===== src/rtl/time_set_entry.sv =====
// time_set_entry: button-driven editor producing the 12-hour BCD preset word for the clock core.
// Latency: a button first sampled high at edge k acts at edge k+2 (k+2+DEBOUNCE_CYCLES when
// `TIME_SET_DEBOUNCE_EN is defined); all outputs registered. No backpressure: loadStrobe is a one-cycle pulse.
module time_set_entry #(
  parameter int unsigned DEBOUNCE_CYCLES = 1000000,
  parameter int unsigned TIMEOUT_CYCLES  = 500000000
) (
  input  logic        clk,
  input  logic        resetN,
  input  logic        btnMode,
  input  logic        btnUp,
  input  logic        btnDown,
  input  logic [23:0] clockBitsCurrent,
  output logic [23:0] clockBitsIn,
  output logic        loadStrobe,
  output logic        editing,
  output logic [1:0]  fieldSel
);

  typedef enum logic [2:0] {
    IDLE    = 3'd0,
    EDIT_HH = 3'd1,
    EDIT_MM = 3'd2,
    EDIT_SS = 3'd3,
    COMMIT  = 3'd4
  } state_t;

  localparam int TW = $clog2(TIMEOUT_CYCLES + 1);
  localparam logic [TW-1:0] TO_LAST = TW'(TIMEOUT_CYCLES - 1);

  // A zero count would make the timeout and debounce counters meaningless.
  if (TIMEOUT_CYCLES < 1 || DEBOUNCE_CYCLES < 1) begin : g_bad_params
    $error("time_set_entry: TIMEOUT_CYCLES and DEBOUNCE_CYCLES must be at least 1");
  end

  // ---------------------------------------------------------------- buttons
  // Bit order everywhere in the front end: [2] = mode, [1] = up, [0] = down.
  logic [2:0] btn_raw;
  logic [2:0] sync1_q, sync2_q;
  logic [2:0] level;
  logic [2:0] edge_q;
  logic [2:0] pulse;
  logic       p_mode, p_up, p_down;

  assign btn_raw = {btnMode, btnUp, btnDown};

  // Two-flop synchronizer for the asynchronous push-buttons.
  always_ff @(posedge clk) begin
    if (!resetN) begin
      sync1_q <= '0;
      sync2_q <= '0;
    end else begin
      sync1_q <= btn_raw;
      sync2_q <= sync1_q;
    end
  end

`ifdef TIME_SET_DEBOUNCE_EN
  localparam int DW = $clog2(DEBOUNCE_CYCLES + 1);
  localparam logic [DW-1:0] DB_LAST = DW'(DEBOUNCE_CYCLES - 1);

  logic [DW-1:0] db_cnt_q [3];
  logic [2:0]    db_lvl_q;

  // Accept a new level only after it has differed from the accepted one for
  // DEBOUNCE_CYCLES consecutive cycles; any return to the old level restarts the count.
  always_ff @(posedge clk) begin
    if (!resetN) begin
      db_lvl_q <= '0;
      for (int i = 0; i < 3; i++) db_cnt_q[i] <= '0;
    end else begin
      for (int i = 0; i < 3; i++) begin
        if (sync2_q[i] == db_lvl_q[i]) begin
          db_cnt_q[i] <= '0;
        end else if (db_cnt_q[i] == DB_LAST) begin
          db_lvl_q[i] <= sync2_q[i];
          db_cnt_q[i] <= '0;
        end else begin
          db_cnt_q[i] <= db_cnt_q[i] + 1'b1;
        end
      end
    end
  end

  assign level = db_lvl_q;
`else
  assign level = sync2_q;
`endif

  // Rising-edge detector: one pulse per press no matter how long it is held.
  always_ff @(posedge clk) begin
    if (!resetN) edge_q <= '0;
    else         edge_q <= level;
  end

  assign pulse  = level & ~edge_q;
  assign p_mode = pulse[2];
  assign p_up   = pulse[1];
  assign p_down = pulse[0];

  // ------------------------------------------------------------ BCD helpers
  function automatic logic hh_ok(input logic [7:0] v);
    return (v[7:4] == 4'd0 && v[3:0] != 4'd0 && v[3:0] <= 4'd9) ||
           (v[7:4] == 4'd1 && v[3:0] <= 4'd2);
  endfunction

  function automatic logic ms_ok(input logic [7:0] v);
    return (v[7:4] <= 4'd5) && (v[3:0] <= 4'd9);
  endfunction

  function automatic logic [7:0] hh_inc(input logic [7:0] v);
    if (v == 8'h12)      return 8'h01;
    if (v[3:0] == 4'd9)  return {v[7:4] + 4'd1, 4'd0};
    return {v[7:4], v[3:0] + 4'd1};
  endfunction

  function automatic logic [7:0] hh_dec(input logic [7:0] v);
    if (v == 8'h01)      return 8'h12;
    if (v[3:0] == 4'd0)  return {v[7:4] - 4'd1, 4'd9};
    return {v[7:4], v[3:0] - 4'd1};
  endfunction

  function automatic logic [7:0] ms_inc(input logic [7:0] v);
    if (v == 8'h59)      return 8'h00;
    if (v[3:0] == 4'd9)  return {v[7:4] + 4'd1, 4'd0};
    return {v[7:4], v[3:0] + 4'd1};
  endfunction

  function automatic logic [7:0] ms_dec(input logic [7:0] v);
    if (v == 8'h00)      return 8'h59;
    if (v[3:0] == 4'd0)  return {v[7:4] - 4'd1, 4'd9};
    return {v[7:4], v[3:0] - 4'd1};
  endfunction

  // -------------------------------------------------------------------- FSM
  state_t        state_q, state_d;
  logic [7:0]    hh_q, hh_d, mm_q, mm_d, ss_q, ss_d;
  logic [TW-1:0] to_cnt_q, to_cnt_d;
  logic          strobe_q, editing_q;
  logic [1:0]    field_q, field_d;
  logic          editing_d;
  logic          any_pulse, step_up, step_dn;

  assign any_pulse = p_mode | p_up | p_down;
  // Mode dominates; up and down together cancel.
  assign step_up   = p_up & ~p_down;
  assign step_dn   = p_down & ~p_up;

  // Next state, edit-register update and inactivity counter.
  always_comb begin
    state_d   = state_q;
    hh_d      = hh_q;
    mm_d      = mm_q;
    ss_d      = ss_q;
    to_cnt_d  = to_cnt_q;
    field_d   = 2'd0;
    editing_d = 1'b0;

    case (state_q)
      IDLE: begin
        to_cnt_d = '0;
        if (p_mode) begin
          hh_d    = hh_ok(clockBitsCurrent[23:16]) ? clockBitsCurrent[23:16] : 8'h12;
          mm_d    = ms_ok(clockBitsCurrent[15:8])  ? clockBitsCurrent[15:8]  : 8'h00;
          ss_d    = ms_ok(clockBitsCurrent[7:0])   ? clockBitsCurrent[7:0]   : 8'h00;
          state_d = EDIT_HH;
        end
      end
      EDIT_HH, EDIT_MM, EDIT_SS: begin
        to_cnt_d = any_pulse ? '0 : to_cnt_q + 1'b1;
        if (p_mode) begin
          case (state_q)
            EDIT_HH: state_d = EDIT_MM;
            EDIT_MM: state_d = EDIT_SS;
            default: state_d = COMMIT;
          endcase
        end else if (step_up || step_dn) begin
          case (state_q)
            EDIT_HH: hh_d = step_up ? hh_inc(hh_q) : hh_dec(hh_q);
            EDIT_MM: mm_d = step_up ? ms_inc(mm_q) : ms_dec(mm_q);
            default: ss_d = step_up ? ms_inc(ss_q) : ms_dec(ss_q);
          endcase
        end else if (!any_pulse && to_cnt_q == TO_LAST) begin
          // Abandon the edit silently; the edited word is left as it was.
          state_d  = IDLE;
          to_cnt_d = '0;
        end
      end
      COMMIT: begin
        to_cnt_d = '0;
        state_d  = IDLE;
      end
      default: begin
        to_cnt_d = '0;
        state_d  = IDLE;
      end
    endcase

    case (state_d)
      EDIT_HH: begin field_d = 2'd1; editing_d = 1'b1; end
      EDIT_MM: begin field_d = 2'd2; editing_d = 1'b1; end
      EDIT_SS: begin field_d = 2'd3; editing_d = 1'b1; end
      default: begin field_d = 2'd0; editing_d = 1'b0; end
    endcase
  end

  // State, edit register and registered status outputs, all updated on the same edge.
  always_ff @(posedge clk) begin
    if (!resetN) begin
      state_q   <= IDLE;
      hh_q      <= 8'h12;
      mm_q      <= 8'h00;
      ss_q      <= 8'h00;
      to_cnt_q  <= '0;
      strobe_q  <= 1'b0;
      editing_q <= 1'b0;
      field_q   <= 2'd0;
    end else begin
      state_q   <= state_d;
      hh_q      <= hh_d;
      mm_q      <= mm_d;
      ss_q      <= ss_d;
      to_cnt_q  <= to_cnt_d;
      strobe_q  <= (state_d == COMMIT);
      editing_q <= editing_d;
      field_q   <= field_d;
    end
  end

  assign clockBitsIn = {hh_q, mm_q, ss_q};
  assign loadStrobe  = strobe_q;
  assign editing     = editing_q;
  assign fieldSel    = field_q;

endmodule


===== config.mk =====
export PLATFORM = sky130hd
export DESIGN_NAME = time_set_entry
export DESIGN_NICKNAME = d
export VERILOG_FILES = /design/src/rtl/time_set_entry.sv
export SDC_FILE = /design/constraint.sdc
export NUM_CORES = 1
export LEC_CHECK = 0
export ABC_AREA = 1
export CORE_MARGIN = 2
export CORE_UTILIZATION = 55
export CTS_CLUSTER_DIAMETER = 100
export DETAILED_ROUTE_END_ITERATION = 12
export GPL_TIMING_DRIVEN = 0
export PLACE_DENSITY = 0.83
export SYNTH_ARGS = -nofsm -noshare
export SYNTH_HDL_FRONTEND = slang
export SYNTH_SLANG_ARGS = --single-unit

===== constraint.sdc =====
create_clock -name clk -period 3.73 [get_ports clk]
set_clock_uncertainty 0.1 [all_clocks]
set_input_delay 0.746 -clock clk [delete_from_list [all_inputs] [get_ports clk]]
set_output_delay 0.746 -clock clk [all_outputs]
set_load 0.01 [all_outputs]

# --- Word level (Yosys, flattened, before mapping) ---
# Cells that the tools add are included.
word_totals:
  ff_bits: 69
  elab_cells: 220
  inputBits: 29
classes:
  eq_ne: 28
  n_mux: 123
  n_addsub: 13
  bitwise: 8
  reduce_logical: 28
  order_cmp: 6
ops:
  columns: ["op", "n"]
  rows:
  - ["$mux 8", 42]
  - ["$mux 29", 4]
  - ["$mux 1", 67]
  - ["$pmux 8 s2", 3]
  - ["$add 29x1->29 const B", 1]
  - ["$eq 29x29->1 const B", 1]
  - ["$add 4x1->4 const B", 6]
  - ["$ne 4x4->1 const B", 6]
  - ["$sub 4x1->4 const B", 6]
  - ["$reduce_and 7->1", 3]
  - ["$eq 8x7->1 const B", 2]
  - ["$logic_not 4->1", 4]
  - ["$logic_not 8->1", 2]
  - ["$reduce_and 5->1", 3]
  - ["$eq 3x2->1 const B", 4]
  - ["$eq 4x4->1 const B", 3]
  - ["$le 4x4->1 const B", 3]
  - ["$mux 3", 4]
  - ["$ne 2x2->1 const B", 6]
  - ["$pmux 3 s2", 2]
  - ["$eq 8x1->1 const B", 1]
  - ["$eq 8x5->1 const B", 1]
  - ["$le 4x3->1 const B", 2]
  - ["$eq 3x1->1 const B", 2]
  - ["18 further kinds", 28]

# --- Longest topological paths before layout ---
logic_depth:
  word_depth: 20
  mapped_depth: 14
  mapped_depth_nobuf: 13

# --- Worst setup path before layout ---
# No wires, ideal clock.
synth_path:
  path_kind: "flip-flop to flip-flop"
  startpoint: "reg edge_q[1]"
  endpoint: "reg mm_q[7]"
  setup_ns: 0.117
  synth_period_minus_slack_ns: 1.717
  path_buffers: 1
  required_ns: 3.513
  slack_ns: 2.013
  stages_incl_launch_ff: 14
  arrival_time_ns: 1.500
  cell_sequence: "dfxtp_1 -> inv_1 -> nand2_1 -> inv_1 -> ha_1 -> buf_2 -> inv_1 -> nand4_1 -> nand2_1 -> nor2_1 -> nor2_2 -> inv_1 -> a21oi_1 -> nor2_1"
synth_between:
  elab_chain_cells: 8
  word_cells_on_any_way: 15
  cone_classes: "eq/ne: 3; mux: 5; bitwise: 5; reduce/logical: 2"
synth_rtl:
  columns: ["element", "line_no", "rtl"]
  rows:
  - ["start: declaration", "41", "logic [2:0] edge_q;"]
  - ["start signal: assignment", "93", "else edge_q <= level;"]
  - ["$not 3->3 *", "96", "assign pulse = level & ~edge_q;"]
  - ["$and 3x3->3 *", "96", null]
  - ["$and 1x1->1", "146", "assign step_up = p_up & ~p_down;"]
  - ["$mux 8", "180", "EDIT_MM: mm_d = step_up ? ms_inc(mm_q) : ms_dec(mm_q);"]
  - ["$mux 8", "178", "case (state_q)"]
  - ["$mux 8", "177", "end else if (step_up || step_dn) begin"]
  - ["$mux 8", "171", "if (p_mode) begin"]
  - ["$pmux 8 s2", "159", "case (state_q)"]
  - ["end signal: assignment", "221", "mm_q <= mm_d;"]
  - ["end: declaration", "137", "logic [7:0] hh_q, hh_d, mm_q, mm_d, ss_q, ss_d;"]
# Every way passes the cells marked *; elsewhere a longest branch is shown, timed or not. The select of a mux whose other input is x is not followed.
# A chain may end at the register's enable or synchronous reset.

# --- Final worst setup path ---
layout_path:
  startpoint: "reg ss_q[3]"
  endpoint: "out clockBitsIn[3]"
layout_rtl:
  columns: ["element", "line_no", "rtl"]
  rows:
  - ["start: declaration", "137", null]
  - ["start signal: assignment", "222", "ss_q <= ss_d;"]
  - ["end: declaration", "14", "output logic [23:0] clockBitsIn,"]
# No word-level cell between the ends.

==> summary.txt <==
RUN STATUS
----------------------------------------------------------------------------------
Run status .......................................................... complete, no violations

JOB
----------------------------------------------------------------------------------
Max_cap viols .......................................................            0

SETUP PATH
----------------------------------------------------------------------------------
Reg2Reg Depth .......................................................           13
End of the worst register-to-register path ..........................      mm_q[5]
Kind of end point of the critical path .............................. primary output
Crit path max-delay family .......................................... buffers and inverters
Biggest fanout along the worst timing path ..........................            7
Launch point of the worst reg-to-reg path ...........................    edge_q[1]
Arrival time at the worst endpoint ..................................      1440 ps
Series of cell instances along the critical path .................... clkdlybuf4s50_1
Critical-path cell with the highest stage delay ..................... sky130_fd_sc_hd__clkdlybuf4s50_1
R2R Setup Slk .......................................................      1610 ps
Combined buffer and inverter count along the critical path ..........            1
Data required time at the worst endpoint ............................      2880 ps
Classification of the worst setup path .............................. register to primary output
Maximum cell stage delay along the critical path ....................       600 ps
Startpoint type of the worst setup path .............................     register

PWR
----------------------------------------------------------------------------------
Sequential fraction of design power .................................        0.436
Internal power component ............................................     1.247 mW
Share of total power in combinational logic .........................        0.221
Total net switching power ...........................................     592.3 µW
Max rail drop VDD ...................................................    0.2641 mV
PD cells ............................................................ 341.5 nW/µm²
Net Sw Frac .........................................................       0.3221
Clk pwr share .......................................................        0.343
Static power due to leakage .........................................     2.341 nW

LAYOUT
----------------------------------------------------------------------------------
Non-filler instance count after layout ..............................          893
Final net count .....................................................          835
Commonest non-fill, non-tap cell in the layout ...................... sky130_fd_sc_hd__nand2_1
Area Growth Syn to Fin ..............................................       19.69%
Highest-count cells in the layout ignoring fill and taps ............ sky130_fd_sc_hd__nand2_1, sky130_fd_sc_hd__nor2_1, sky130_fd_sc_hd__inv_1
Share of final-layout standard cells stronger than drive strength 1 .      0.05689
Fill cell total of the finished layout ..............................          707
Antenna diode count .................................................            0

GRT
----------------------------------------------------------------------------------
Number of global-route vias before repair ...........................         4449
First-pass GRT wire length ..........................................     19470 µm
Maximum number of pins on one net before global-route repair ........           14
Antenna violations before repair ....................................            0
Gr usage total ......................................................       0.2699
Total gr overflow ...................................................            0

CLOCK NETWORK
----------------------------------------------------------------------------------
Number of H-tree branching levels ...................................            3
TritonCTS clock tree ................................................          yes
Clock slew seen by the registers of the worst setup and hold paths ..        80 ps
Number of clock sinks seen by CTS ...................................           69
Hold_buf cts ........................................................            0
Total CTS buffers ...................................................            9
Number of cells upsized or downsized after cts ......................            0
Clk Tree Root Cell .................................................. sky130_fd_sc_hd__clkbuf_8
Number of buffers between clock root and the deepest sink ...........            2
Setup fix buffers added after clock tree synthesis ..................            0
Clock insertion delay at the later pin of the skew report ...........       360 ps

WORST HOLD PATH
----------------------------------------------------------------------------------
Startpoint of the most critical hold path ...........................   sync1_q[2]
Hold path endpoint ..................................................     level[2]
Worst min path class ................................................ register to register
Hold depth ..........................................................            2

LOGIC SYNTHESIS
----------------------------------------------------------------------------------
Cell taking the most area after synthesis ........................... sky130_fd_sc_hd__dfxtp_1
Average size of a mapped cell .......................................    6.258 µm²
FF+latch count, synth ...............................................           69
Post-Synthesis Net Count ............................................          768
Register area share after synthesis .................................       0.3070
Mapped Area .........................................................     4499 µm²
Top cells by area in the synthesized netlist ........................ sky130_fd_sc_hd__dfxtp_1, sky130_fd_sc_hd__nand2_1, sky130_fd_sc_hd__nor2_1, sky130_fd_sc_hd__inv_1, sky130_fd_sc_hd__nand3_1
Share of the synthesized area in the top cell type ..................       0.3070
Number of distinct library cells after synthesis ....................           33
Yosys synthesis warning count .......................................            0
Post-synthesis cell count ...........................................          719

STA
----------------------------------------------------------------------------------
RSZ-0062 raised after global routing ................................           no
Worst-margin pin slew ...............................................     664.5 ps
Period utilisation layout ...........................................       0.6119
Pins Over Slew Limit ................................................            0
Worst slew slack as a fraction of its limit .........................       0.5570
Count of endpoints failing setup in the final report ................            0
Hold violation total from the final report ..........................            0
Worst slack on hold paths ...........................................     315.0 ps
Clock period minus final worst setup slack ..........................      2283 ps
Fmax ................................................................   0.4381 GHz
Setup tns final .....................................................         0 ps

DIE
----------------------------------------------------------------------------------
Ports placed on the boundary ........................................           57
Standard-cell rows ..................................................           32
Area of the core region .............................................     7807 µm²
Vertical extent of the die ..........................................     94.45 µm
Die Footprint .......................................................     8920 µm²
Chip width ..........................................................     94.45 µm
Effective utilization at floorplan ..................................       0.5763

DETAILED ROUTING
----------------------------------------------------------------------------------
Detailed-route via count ............................................         4779
Final routed wirelength across all metal layers .....................     11690 µm
Vias/cell ...........................................................        5.352
Number of detailed-route iterations in the first pass ...............            5
Wire per inst .......................................................     13.09 µm
DRT antenna net count ...............................................            0
Violation count after the first detailed-routing iteration ..........          315
Post-route DRC violation count ......................................            0

PLACE
----------------------------------------------------------------------------------
Detailed Place HPWL .................................................      8761 µm
Placed Instances ....................................................          877
Port Buffers ........................................................           56
Final Wtd Congestion ................................................       0.9294

[power groups by stage]
stage          Sequential (mW)  Combinational [mW]  Clock, mW
2_1_floorplan            0.823               0.244          0
3_5_place_dp             0.819               0.395          0
3_3_place_gp             0.818               0.381          0
5_1_grt                  0.808               0.452      0.666
4_1_cts                  0.802               0.401      0.631
6_report                 0.803               0.406      0.631
[cell usage after synthesis (all sizes together)]
master	instances
and2	3
xor2	19
ha	20
a21oi	39
dfxtp	69
nor3b	2
clkbuf	7
nand4	15
nand3b	1
xnor2	8
nor3	17
inv	97
nor2	124
nand3	70
nand2	175
o211ai	1
o21ai	37
o22ai	1
a22oi	1
clkinv	1
nor4	4
buf	8
[through the flow]
step,setup slack (ps),util,cell area (µm²),power [mW]
floorplan,2013,-,4499,1.067
global placement,1278,0.6644,5187,1.199
global route,1411,0.6897,5385,1.926
detailed placement,1261,0.6644,5187,1.214
finish,1447,0.6897,5385,1.839
CTS,1440,0.6897,5385,1.835
[cells by family (layout without fill, tap and decap cells)]
family          Yosys count  after routing  synth area share
buf+inv                 113            185           0.09927
fa+ha+maj                20             20           0.05562
simple gates            411            411            0.3946
compound gates           79             79           0.09094
flops                    69             69            0.3070
xor+xnor                 27             27           0.05256
[area by class of cell]
class                   instances  area (µm²)  share of cell area
repair buffers                 56       560.5              0.1041
inverters                      98       367.9             0.06831
well taps                     102       127.6             0.02370
clock buffers                   9       123.9             0.02300
flip-flops and latches         69        1381              0.2565
multi-input cells             537        2671              0.4961
plain buffers                  15       78.83             0.01464
clock inverters                 7       73.82             0.01371
[metal layers]
layer	wire, µm	track usage	vias to the layer above	part of all wire
li1	-	-	2421	-
met1	5190	0.3435	2160	0.44
met2	5461	0.4476	172	0.47
met3	783	0.04948	26	0.067
met4	252	0.1171	0	0.022
met5	0	0	-	0
[state kept, by name, summed over array words and instances (netlist names), 2 cells and up]
register	flops
mm_q	8
sync1_q	3
hh_q	8
level	3
ss_q	8
state_q	3
to_cnt_q	29
fieldSel	2
edge_q	3
[worst max-delay path by stage]
stage                    from              to  slack [ps]  cells past startpoint
floorplan           edge_q[1]         mm_q[7]        2010                     13
global placement       resetN    to_cnt_q[27]        1280                      9
detailed placement     resetN    to_cnt_q[27]        1260                      9
CTS                   ss_q[3]  clockBitsIn[3]        1440                      1
global route          ss_q[3]  clockBitsIn[3]        1410                      1
finish                ss_q[3]  clockBitsIn[3]        1450                      1
No activity file was read; power rests on OpenSTA's default activity.
